==> config.mk <==
export PLATFORM = sky130hd
export DESIGN_NAME = move_check_sequencer_flat
export DESIGN_NICKNAME = d
export VERILOG_FILES = /design/src/rtl/move_check_sequencer_pkg.sv /design/src/rtl/move_check_sequencer_if.sv /design/src/rtl/move_check_sequencer_abs_delta3.sv /design/src/rtl/move_check_sequencer.sv /design/src/flat_wrapper.sv
export SDC_FILE = /design/constraint.sdc
export NUM_CORES = 1
export LEC_CHECK = 0
export BUFFER_PORTS_ARGS = -buffer_cell sky130_fd_sc_hd__buf_2
export CELL_PAD_IN_SITES_DETAIL_PLACEMENT = 0
export CELL_PAD_IN_SITES_GLOBAL_PLACEMENT = 1
export CORE_AREA = 2 2 168 153
export DETAILED_ROUTE_END_ITERATION = 10
export DIE_AREA = 0 0 170 155
export GPL_TIMING_DRIVEN = 0
export PLACE_DENSITY_LB_ADDON = 0.1
export SYNTH_ARGS = -nofsm -noshare
export SYNTH_HDL_FRONTEND = slang
export SYNTH_SLANG_ARGS = --single-unit
export TNS_END_PERCENT = 1
==> constraint.sdc <==
create_clock -name clk -period 2.6 [get_ports clk]
set_input_delay 0.13 -clock clk [delete_from_list [all_inputs] [get_ports clk]]
set_output_delay 0.13 -clock clk [all_outputs]
set_load 0.005 [all_outputs]
==> src/rtl/move_check_sequencer_pkg.sv <==
// Shared chess types and helpers for the move-check sequencer and its checkers.
// Contents: piece codes, result codes, one-hot checker bit indices,
//           and small piece-classification functions.
package chess_pkg;

  typedef enum logic [3:0] {
    W_KING   = 4'd0,
    W_QUEEN  = 4'd1,
    W_ROOK   = 4'd2,
    W_BISHOP = 4'd3,
    W_KNIGHT = 4'd4,
    W_PAWN   = 4'd5,
    B_KING   = 4'd6,
    B_QUEEN  = 4'd7,
    B_ROOK   = 4'd8,
    B_BISHOP = 4'd9,
    B_KNIGHT = 4'd10,
    B_PAWN   = 4'd11,
    EMPTY    = 4'd15
  } piece_t;

  typedef enum logic [2:0] {
    RC_OK          = 3'd0,
    RC_EMPTY_SRC   = 3'd1,
    RC_WRONG_TURN  = 3'd2,
    RC_OWN_CAPTURE = 3'd3,
    RC_NULL_MOVE   = 3'd4,
    RC_RULE_FAIL   = 3'd5,
    RC_TIMEOUT     = 3'd6
  } result_code_t;

  localparam int NUM_CHK    = 6;
  localparam int CHK_KING   = 0;
  localparam int CHK_QUEEN  = 1;
  localparam int CHK_ROOK   = 2;
  localparam int CHK_BISHOP = 3;
  localparam int CHK_KNIGHT = 4;
  localparam int CHK_PAWN   = 5;

  // Codes 12..14 are not real pieces and behave exactly like an empty square.
  function automatic logic is_empty(input logic [3:0] p);
    return (p == 4'(EMPTY)) || (p > 4'(B_PAWN));
  endfunction

  function automatic logic is_white(input logic [3:0] p);
    return p <= 4'(W_PAWN);
  endfunction

  // Piece kind independent of colour (code mod 6); only valid for codes 0..11.
  function automatic logic [2:0] piece_kind(input logic [3:0] p);
    logic [3:0] k;
    k = (p >= 4'(B_KING)) ? (p - 4'(B_KING)) : p;
    return k[2:0];
  endfunction

endpackage

==> src/rtl/move_check_sequencer_if.sv <==
// Bus between the game-play FSM / per-piece checkers and the move-check sequencer.
// master: request side plus checker responses; slave: the sequencer itself.
// board_in is indexed [y][x], 4-bit piece code per square.
interface move_check_sequencer_if;
  logic                        start;
  logic [2:0]                  old_x, old_y, new_x, new_y;
  logic                        white_turn;
  logic [7:0][7:0][3:0]        board_in;
  logic                        busy;
  logic [5:0]                  chk_en;
  logic [2:0]                  chk_old_x, chk_old_y, chk_new_x, chk_new_y;
  logic [2:0]                  chk_h_delta, chk_v_delta;
  logic [3:0]                  chk_piece_type;
  logic [5:0]                  chk_done;
  logic [5:0]                  chk_valid;
  logic                        result_valid;
  logic                        result_move;
  logic [2:0]                  result_code;

  modport master (
    output start, old_x, old_y, new_x, new_y, white_turn, board_in,
    output chk_done, chk_valid,
    input  busy, chk_en, chk_old_x, chk_old_y, chk_new_x, chk_new_y,
    input  chk_h_delta, chk_v_delta, chk_piece_type,
    input  result_valid, result_move, result_code
  );

  modport slave (
    input  start, old_x, old_y, new_x, new_y, white_turn, board_in,
    input  chk_done, chk_valid,
    output busy, chk_en, chk_old_x, chk_old_y, chk_new_x, chk_new_y,
    output chk_h_delta, chk_v_delta, chk_piece_type,
    output result_valid, result_move, result_code
  );
endinterface

==> src/rtl/move_check_sequencer_abs_delta3.sv <==
// Unsigned 3-bit absolute difference |a - b|, no wrap-around.
// Ports: a, b (3-bit operands), d (3-bit result). Purely combinational.
module abs_delta3 (
  input  logic [2:0] a,
  input  logic [2:0] b,
  output logic [2:0] d
);
  assign d = (a >= b) ? (a - b) : (b - a);
endmodule

==> src/rtl/move_check_sequencer.sv <==
// Sequences one move-legality check per request: latch squares, fetch pieces,
// run generic rule checks, then hand off to exactly one per-piece checker.
// Ports: clk, reset (sync, active-high), bus (move_check_sequencer_if.slave).
module move_check_sequencer
  import chess_pkg::*;
#(
  parameter int TIMEOUT_CYCLES = 16
) (
  input  logic                   clk,
  input  logic                   reset,
  move_check_sequencer_if.slave  bus
);

  localparam int CW = $clog2(TIMEOUT_CYCLES + 1);

  typedef enum logic [2:0] {
    S_IDLE     = 3'd0,
    S_FETCH    = 3'd1,
    S_PRECHECK = 3'd2,
    S_WAIT     = 3'd3,
    S_DONE     = 3'd4
  } state_t;

  state_t       state_q, state_d;
  logic [2:0]   old_x_q, old_x_d, old_y_q, old_y_d;
  logic [2:0]   new_x_q, new_x_d, new_y_q, new_y_d;
  logic         wt_q, wt_d;
  logic [3:0]   src_q, src_d, dst_q, dst_d;
  logic [2:0]   h_delta_q, h_delta_d, v_delta_q, v_delta_d;
  logic [5:0]   chk_en_q, chk_en_d;
  logic [CW-1:0] cnt_q, cnt_d;
  logic         busy_q, busy_d;
  logic         result_valid_q, result_valid_d;
  logic         result_move_q, result_move_d;
  logic [2:0]   result_code_q, result_code_d;

  logic [2:0]   h_delta, v_delta;
  logic         sel_done, sel_valid;

  abs_delta3 u_h_delta (.a(old_x_q), .b(new_x_q), .d(h_delta));
  abs_delta3 u_v_delta (.a(old_y_q), .b(new_y_q), .d(v_delta));

  // Non-selected checkers may raise done at any time; mask them out.
  assign sel_done  = |(bus.chk_done  & chk_en_q);
  assign sel_valid = |(bus.chk_valid & chk_en_q);

  always_comb begin
    state_d        = state_q;
    old_x_d        = old_x_q;
    old_y_d        = old_y_q;
    new_x_d        = new_x_q;
    new_y_d        = new_y_q;
    wt_d           = wt_q;
    src_d          = src_q;
    dst_d          = dst_q;
    h_delta_d      = h_delta_q;
    v_delta_d      = v_delta_q;
    chk_en_d       = chk_en_q;
    cnt_d          = cnt_q;
    busy_d         = busy_q;
    result_valid_d = 1'b0;
    result_move_d  = result_move_q;
    result_code_d  = result_code_q;

    case (state_q)
      S_IDLE: begin
        if (bus.start) begin
          old_x_d = bus.old_x;
          old_y_d = bus.old_y;
          new_x_d = bus.new_x;
          new_y_d = bus.new_y;
          wt_d    = bus.white_turn;
          busy_d  = 1'b1;
          state_d = S_FETCH;
        end
      end

      S_FETCH: begin
        src_d     = bus.board_in[old_y_q][old_x_q];
        dst_d     = bus.board_in[new_y_q][new_x_q];
        h_delta_d = h_delta;
        v_delta_d = v_delta;
        state_d   = S_PRECHECK;
      end

      S_PRECHECK: begin
        result_move_d = 1'b0;
        state_d       = S_DONE;
        if (is_empty(src_q)) begin
          result_code_d  = RC_EMPTY_SRC;
          result_valid_d = 1'b1;
        end else if (is_white(src_q) != wt_q) begin
          result_code_d  = RC_WRONG_TURN;
          result_valid_d = 1'b1;
        end else if ((h_delta_q == 3'd0) && (v_delta_q == 3'd0)) begin
          result_code_d  = RC_NULL_MOVE;
          result_valid_d = 1'b1;
        end else if (!is_empty(dst_q) && (is_white(dst_q) == is_white(src_q))) begin
          result_code_d  = RC_OWN_CAPTURE;
          result_valid_d = 1'b1;
        end else begin
          chk_en_d = '0;
          case (piece_kind(src_q))
            3'd0:    chk_en_d[CHK_KING]   = 1'b1;
            3'd1:    chk_en_d[CHK_QUEEN]  = 1'b1;
            3'd2:    chk_en_d[CHK_ROOK]   = 1'b1;
            3'd3:    chk_en_d[CHK_BISHOP] = 1'b1;
            3'd4:    chk_en_d[CHK_KNIGHT] = 1'b1;
            default: chk_en_d[CHK_PAWN]   = 1'b1;
          endcase
          cnt_d   = '0;
          state_d = S_WAIT;
        end
      end

      S_WAIT: begin
        // A done arriving on the timeout cycle still counts as a real answer.
        if (sel_done) begin
          result_move_d  = sel_valid;
          result_code_d  = sel_valid ? RC_OK : RC_RULE_FAIL;
          result_valid_d = 1'b1;
          chk_en_d       = '0;
          state_d        = S_DONE;
        end else if (cnt_q == CW'(TIMEOUT_CYCLES)) begin
          result_move_d  = 1'b0;
          result_code_d  = RC_TIMEOUT;
          result_valid_d = 1'b1;
          chk_en_d       = '0;
          state_d        = S_DONE;
        end else begin
          cnt_d = cnt_q + 1'b1;
        end
      end

      S_DONE: begin
        busy_d  = 1'b0;
        state_d = S_IDLE;
      end

      default: state_d = S_IDLE;
    endcase
  end

  always_ff @(posedge clk) begin
    if (reset) begin
      state_q        <= S_IDLE;
      old_x_q        <= '0;
      old_y_q        <= '0;
      new_x_q        <= '0;
      new_y_q        <= '0;
      wt_q           <= 1'b0;
      src_q          <= '0;
      dst_q          <= '0;
      h_delta_q      <= '0;
      v_delta_q      <= '0;
      chk_en_q       <= '0;
      cnt_q          <= '0;
      busy_q         <= 1'b0;
      result_valid_q <= 1'b0;
      result_move_q  <= 1'b0;
      result_code_q  <= '0;
    end else begin
      state_q        <= state_d;
      old_x_q        <= old_x_d;
      old_y_q        <= old_y_d;
      new_x_q        <= new_x_d;
      new_y_q        <= new_y_d;
      wt_q           <= wt_d;
      src_q          <= src_d;
      dst_q          <= dst_d;
      h_delta_q      <= h_delta_d;
      v_delta_q      <= v_delta_d;
      chk_en_q       <= chk_en_d;
      cnt_q          <= cnt_d;
      busy_q         <= busy_d;
      result_valid_q <= result_valid_d;
      result_move_q  <= result_move_d;
      result_code_q  <= result_code_d;
    end
  end

  assign bus.busy           = busy_q;
  assign bus.chk_en         = chk_en_q;
  assign bus.chk_old_x      = old_x_q;
  assign bus.chk_old_y      = old_y_q;
  assign bus.chk_new_x      = new_x_q;
  assign bus.chk_new_y      = new_y_q;
  assign bus.chk_h_delta    = h_delta_q;
  assign bus.chk_v_delta    = v_delta_q;
  assign bus.chk_piece_type = src_q;
  assign bus.result_valid   = result_valid_q;
  assign bus.result_move    = result_move_q;
  assign bus.result_code    = result_code_q;

endmodule

==> src/flat_wrapper.sv <==
// flat-port wrapper written by rule: the top's interface ports become plain ports
module move_check_sequencer_flat import chess_pkg::*;
#(
  parameter int TIMEOUT_CYCLES = 16
)
  (clk, reset, bus_start, bus_old_x, bus_old_y, bus_new_x, bus_new_y, bus_white_turn, bus_board_in, bus_chk_done, bus_chk_valid, bus_busy, bus_chk_en, bus_chk_old_x, bus_chk_old_y, bus_chk_new_x, bus_chk_new_y, bus_chk_h_delta, bus_chk_v_delta, bus_chk_piece_type, bus_result_valid, bus_result_move, bus_result_code);
  move_check_sequencer_if bus_i ();
  input  logic clk;
  input  logic reset;
  input wire logic [$bits(bus_i.start)-1:0] bus_start;
  input wire logic [$bits(bus_i.old_x)-1:0] bus_old_x;
  input wire logic [$bits(bus_i.old_y)-1:0] bus_old_y;
  input wire logic [$bits(bus_i.new_x)-1:0] bus_new_x;
  input wire logic [$bits(bus_i.new_y)-1:0] bus_new_y;
  input wire logic [$bits(bus_i.white_turn)-1:0] bus_white_turn;
  input wire logic [$bits(bus_i.board_in)-1:0] bus_board_in;
  input wire logic [$bits(bus_i.chk_done)-1:0] bus_chk_done;
  input wire logic [$bits(bus_i.chk_valid)-1:0] bus_chk_valid;
  output wire logic [$bits(bus_i.busy)-1:0] bus_busy;
  output wire logic [$bits(bus_i.chk_en)-1:0] bus_chk_en;
  output wire logic [$bits(bus_i.chk_old_x)-1:0] bus_chk_old_x;
  output wire logic [$bits(bus_i.chk_old_y)-1:0] bus_chk_old_y;
  output wire logic [$bits(bus_i.chk_new_x)-1:0] bus_chk_new_x;
  output wire logic [$bits(bus_i.chk_new_y)-1:0] bus_chk_new_y;
  output wire logic [$bits(bus_i.chk_h_delta)-1:0] bus_chk_h_delta;
  output wire logic [$bits(bus_i.chk_v_delta)-1:0] bus_chk_v_delta;
  output wire logic [$bits(bus_i.chk_piece_type)-1:0] bus_chk_piece_type;
  output wire logic [$bits(bus_i.result_valid)-1:0] bus_result_valid;
  output wire logic [$bits(bus_i.result_move)-1:0] bus_result_move;
  output wire logic [$bits(bus_i.result_code)-1:0] bus_result_code;
  assign bus_i.start = bus_start;
  assign bus_i.old_x = bus_old_x;
  assign bus_i.old_y = bus_old_y;
  assign bus_i.new_x = bus_new_x;
  assign bus_i.new_y = bus_new_y;
  assign bus_i.white_turn = bus_white_turn;
  assign bus_i.board_in = bus_board_in;
  assign bus_i.chk_done = bus_chk_done;
  assign bus_i.chk_valid = bus_chk_valid;
  assign bus_busy = bus_i.busy;
  assign bus_chk_en = bus_i.chk_en;
  assign bus_chk_old_x = bus_i.chk_old_x;
  assign bus_chk_old_y = bus_i.chk_old_y;
  assign bus_chk_new_x = bus_i.chk_new_x;
  assign bus_chk_new_y = bus_i.chk_new_y;
  assign bus_chk_h_delta = bus_i.chk_h_delta;
  assign bus_chk_v_delta = bus_i.chk_v_delta;
  assign bus_chk_piece_type = bus_i.chk_piece_type;
  assign bus_result_valid = bus_i.result_valid;
  assign bus_result_move = bus_i.result_move;
  assign bus_result_code = bus_i.result_code;
  move_check_sequencer #(.TIMEOUT_CYCLES(TIMEOUT_CYCLES)) u_core (.clk(clk), .reset(reset), .bus(bus_i));
endmodule
Word level (Yosys, flattened, before mapping)
Cells that the tools add are included.
{"block": "word_totals", "reg_bits": 47, "out_inout_bits": 34, "elab_cells": 137}
{"block": "op_classes", "addsub": 6, "magnitude_cmp": 11, "eq_ne": 22, "mux": 59, "bitwise_logic": 2, "n_reduce_logical": 21}
{"operator": "binary-select mux 32 bit (select 3 bit)", "n": 2}
{"operator": "2-to-1 mux 32 bit", "n": 2}
{"operator": "2-to-1 mux 3 bit", "n": 17}
{"operator": "2-to-1 mux 6 bit", "n": 6}
{"operator": "2-to-1 mux 5 bit", "n": 6}
{"operator": "binary-select mux 4 bit (select 3 bit)", "n": 2}
{"operator": "less-than comparator 3 x 4 -> 1 bit, second input constant", "n": 4}
{"operator": "2-to-1 mux 1 bit", "n": 15}
{"operator": "!= test 2 bit, second input constant", "n": 7}
{"operator": "AND 6 bit", "n": 2}
{"operator": "equality test 3 x 2 -> 1 bit, second input constant", "n": 4}
{"operator": "logical NOT 3 bit", "n": 4}
{"operator": "one-hot mux 3 bit (4 select lines)", "n": 1}
{"operator": "one-hot mux 6 bit (2 select lines)", "n": 1}
{"operator": "OR reduction 6 bit", "n": 2}
{"operator": "subtractor 3 bit", "n": 4}
{"operator": "one-hot mux 5 bit (2 select lines)", "n": 1}
{"operator": "equality test 4 bit, second input constant", "n": 2}
{"operator": "greater-than comparator 4 bit, second input constant", "n": 2}
{"operator": "<= comparator 4 x 3 -> 1 bit, second input constant", "n": 2}
{"operator": "2-to-1 mux 4 bit", "n": 2}
{"operator": "AND reduction 2 bit", "n": 4}
{"operator": "AND reduction 7 bit", "n": 1}
{"operator": "equality test 3 x 1 -> 1 bit, second input constant", "n": 2}
{"operator": "other kinds (19)", "n": 26}

Longest topological paths before layout
{"block": "logic_depth", "word_depth": 10, "mapped_depth": 11}

Hierarchy
From an unflattened synthesis, not the netlist that was laid out.
{"block": "hier_totals", "hier_cells": 659, "area_unflattened_um2": 6289.8}
{"mod": "move_check_sequencer", "n_inst": 1, "cells_each": 611, "area_each_um2": 5879.4}
{"mod": "abs_delta3", "n_inst": 2, "cells_each": 24, "area_each_um2": 205.2}

Least setup slack after synthesis
Ideal clock, no wire load.
{"block": "synth_path", "path_type": "register -> register", "from": "reg u_core.new_x_q[0] (netlist: u_core.bus.chk_new_x[0])", "to": "reg u_core.h_delta_q[2] (netlist: u_core.bus.chk_h_delta[2])", "setup_time_ns": 0.086, "arrival_time_ns": 2.203, "required_time_ns": 2.514, "slack_ns": 0.312, "path_stages_with_launch": 10, "path_buffers": 1, "cell_sequence": "dfxtp_1 > clkbuf_1 > clkinv_1 > ha_1 > nand2b_1 > a21o_1 > a21oi_1 > mux2i_1 > xnor2_1 > a211oi_1"}
{"block": "synth_between", "elab_chain_len": 2, "elab_cells_between_ends": 4, "classes_between": "2 x add/sub; 1 x order compare; 1 x mux"}
{"item": "start, declared", "line": "move_check_sequencer.sv:26", "text": "logic [2:0] new_x_q, new_x_d, new_y_q, new_y_d;"}
{"item": "start signal, assigned", "line": "move_check_sequencer.sv:166", "text": "new_x_q <= new_x_d;"}
{"item": "subtractor 3 bit or greater-or-equal comparator 3 bit (tied branches)", "line": "move_check_sequencer_abs_delta3.sv:8", "text": "assign d = (a >= b) ? (a - b) : (b - a);"}
{"item": "2-to-1 mux 3 bit (*)", "line": "move_check_sequencer_abs_delta3.sv:8"}
{"item": "end signal, assigned", "line": "move_check_sequencer.sv:171", "text": "h_delta_q <= h_delta_d;"}
{"item": "end, declared", "line": "move_check_sequencer.sv:29", "text": "logic [2:0] h_delta_q, h_delta_d, v_delta_q, v_delta_d;"}
Mark *: on every way between the ends. The rest lies on a longest branch, timed or not.
A chain may end at the register's enable or synchronous reset.

Worst setup path in the final report
{"block": "layout_path", "from": "reg u_core.old_x_q[2] (netlist: u_core.bus.chk_old_x[2])", "to": "reg u_core.src_q[0] (netlist: u_core.bus.chk_piece_type[0])"}
{"block": "layout_between", "elab_chain_len": 2}
{"item": "start, declared", "line": "move_check_sequencer.sv:25", "text": "logic [2:0] old_x_q, old_x_d, old_y_q, old_y_d;"}
{"item": "start signal, assigned", "line": "move_check_sequencer.sv:164", "text": "old_x_q <= old_x_d;"}
{"item": "binary-select mux 4 bit (select 3 bit)", "line": "move_check_sequencer.sv:79", "text": "src_d = bus.board_in[old_y_q][old_x_q];"}
{"item": "2-to-1 mux 4 bit (implied by the code)", "line": "move_check_sequencer.sv:79"}
{"item": "end signal, assigned", "line": "move_check_sequencer.sv:169", "text": "src_q <= src_d;"}
{"item": "end, declared", "line": "move_check_sequencer.sv:28", "text": "logic [3:0] src_q, src_d, dst_q, dst_d;"}
No other way between the ends. The select of a mux whose other input is x is not followed.

==> impl_metrics.toml <==
[clocking]
cts_tree = "done"
cts_resized = 23
cts_max_level = 2
cts_inserted_buffers = 5
cts_buffer_depth = 2
cts_root_buffer = "clkbuf_16"
post_cts_buffers = 0
postCtsHoldBufs = 0
clk_pin_slew_ps = 80
clock_latency_ps = 300
cts_sinks = 46

[placed_design]
place_inst = 1253
portBuffers = 317
gp_congestion = 0.883
post-dp-hpwl_mm = 26.7

[pwr]
p_per_area_nw_per_um2 = 356
p_sw_w = 0.00114
switching_share = 0.385
ir_drop_uv = 239
p_leak_nw = 3.32
seq_power_share = 0.266
intPower_w = 0.00182
combPwrFrac = 0.498
power_w = 0.00295
p_clk_frac = 0.236

[sta]
slew_headroom = 0.427
drv_slew = 0
fin_hold_ws_ps = 65.7
setup_viol = 0
clock_skew_ps = 9.06
timing.fmax_ghz = 0.397
worst_pin_slew_ps = 856
rsz0062_at_grt = "true"
hold_violations = 0
fin_crit_sh = 0.969
final.min_clock_period_ps = 2520
timing.setup.tns_ps = 0

[cells_and_area]
final_common_cell = "buf_2"
fin_nets = 1245
most-common-layout-cells = "buf_2 (332), mux4_2 (92), nand2_1 (73)"
area_growth_pct = 36.7
drive_above_1_share = 0.515
finalNonFillerCells = 1266

[global_route]
antenna_found_initial = 8
grt_pass1_wl_mm = 45.0
grt_overflow = 0
grt_pass1_vias = 6982
grt_max_degree = 18
grtUsageTotal = 0.234

[run_status]
status = "finished clean"

[yosys]
ys_seq_area_frac = 0.152
ys_warn_count = 0
synth_edf_count = 0
yosysTopAreaCell = "mux4_2"
synth-main-ff-cell = "dfxtp_1"
synth_seq_cells = 46
synth_nets = 921
syn_area_per_cell_um2 = 9.74
synthTopCellsByArea = "mux4_2 (34%), dfxtp_1 (15%), mux2i_1 (6.4%)"
syn_inst = 623
syn_area_um2 = 6070
netlist.area_leader.share = 0.341
ys_types = 56
ys_async_sr_fraction = 0

[setup_path]
cp_max_fo = 10
arrival_ps = 2730
worst-setup-path-type = "register to register"
end_kind = "register"
critPathLaunchType = "register"
worstPathRequired_ps = 2810

[floorplanning]
rows = 55
io_pins = 318
die_height_um = 155
die_area_um2 = 26400
coreArea_um2 = 24800
die_x_um = 170
start_util = 0.245

[routing]
vias = 6795
drtIter0Drc = 432
route.detailed.drc = 0
detail-route-antenna-nets = 0
drt_pass1_iterations = 5
post_drt_wl_per_cell_um = 24.7
routed_wl_mm = 31.3
via_per_inst = 5.37

[run]
drv_cap = 0

[min_path]
hold_class = "primary input to register"
power groups by stage:
| stage | Combinational [W] | Sequential, W | Clock (W) |
|---|---|---|---|
| after floorplan | 0.000842 | 0.000791 | 0 |
| after global placement | 0.00144 | 0.000802 | 0 |
| after detailed placement | 0.00144 | 0.000803 | 0 |
| after CTS | 0.00146 | 0.000787 | 0.000706 |
| after global routing | 0.00159 | 0.000791 | 0.000748 |
| final | 0.00147 | 0.000785 | 0.000696 |
per-layer routing:
layer,vias up,track usage,wire [µm]
li1,3123,-,-
met1,3330,0.328,14300
met2,304,0.369,13900
met3,32,0.0562,2530
met4,6,0.0468,566
met5,-,0,30
worst paths after layout:
| path | start | cells past startpoint | slack, ps | to |
|---|---|---|---|---|
| max | u_core.bus.chk_old_x[2] | 6 | 80 | u_core.bus.chk_piece_type[0] |
| min | bus_new_y[2] | 3 | 70 | u_core.bus.chk_new_y[2] |
| max reg2reg | u_core.bus.chk_old_x[2] | 6 | 80 | u_core.bus.chk_piece_type[0] |
| min reg2reg | u_core.bus.result_move | 2 | 470 | u_core.bus.result_move |
worst max-delay path, stage by stage, from the launching register on:
cell and delay, ps:
dfxtp_1 400, clkbuf_1 290, nor2_1 730, a22oi_1 150
a21oi_1 420, o22ai_2 200, o21ai_0 220
synthesized netlist by cell type (2+ instances only):
cell       n
a211oi_1  18
buf_4      7
mux2i_1   39
fa_1       4
nand2b_1   6
xor2_1     3
a22oi_1   39
nand3_1    7
inv_1     12
nand2_1   73
a31oi_1    3
nor3_1     7
a211o_1    4
mux4_2    92
nor2b_1   16
o31ai_1    7
dfxtp_1   46
clkinv_1   3
and2b_2    2
o21ai_0   16
clkbuf_1  24
o41ai_1    4
nand4_1    8
or2_2      2
buf_2     22
o22ai_1    8
buf_6      2
clkbuf_2   2
mux2_2    12
xnor2_1    5
buf_1      5
a221oi_1   3
nor2_1    29
a21oi_1   54
ha_1      10
a21o_1     3
o311ai_0   4
and2_1     4
layout make-up:
type / instances / area [µm²]
well taps: 313 / 392
repair buffers: 317 / 1590
clock inverters: 3 / 28.8
inverters: 15 / 62.6
diodes: 5 / 12.5
multi-input cells: 500 / 4810
flip-flops and latches: 46 / 922
clock buffers: 5 / 125
plain buffers: 62 / 357
fillers: 2686 / 16500
registers in the layout, indices dropped and copies added, names as in the netlist:
| name | cells |
|---|---|
| u_core.bus.busy | 1 |
| u_core.bus.chk_en | 6 |
| u_core.bus.chk_h_delta | 3 |
| u_core.bus.chk_new_x | 3 |
| u_core.bus.chk_new_y | 3 |
| u_core.bus.chk_old_x | 3 |
| u_core.bus.chk_old_y | 3 |
| u_core.bus.chk_piece_type | 4 |
| u_core.bus.chk_v_delta | 3 |
| u_core.bus.result_code | 3 |
| u_core.bus.result_move | 1 |
| u_core.bus.result_valid | 1 |
| u_core.cnt_q | 5 |
| u_core.dst_q | 3 |
| u_core.state_q | 3 |
| u_core.wt_q | 1 |
logic make-up after synthesis:
family | count (synthesis) | share of synthesized area
AO/OA/AOI/OAI | 171 | 0.187
AND/OR/NAND/NOR | 164 | 0.129
multiplexers | 143 | 0.428
buffers and inverters | 77 | 0.0594
flip-flops | 46 | 0.152
adder cells (fa/ha/maj) | 14 | 0.0338
XOR/XNOR | 8 | 0.0115
stage by stage:
step	worst slack, ps	area (µm²)	utilization
after floorplan	312	6070	-
after global placement	-553	8050	0.325
after detailed placement	-536	8050	0.325
after CTS	9.48	8240	0.333
after global routing	-83.6	8290	0.335
final	80.0	8300	0.335
Note: power is estimated with default switching activity, not from simulation.
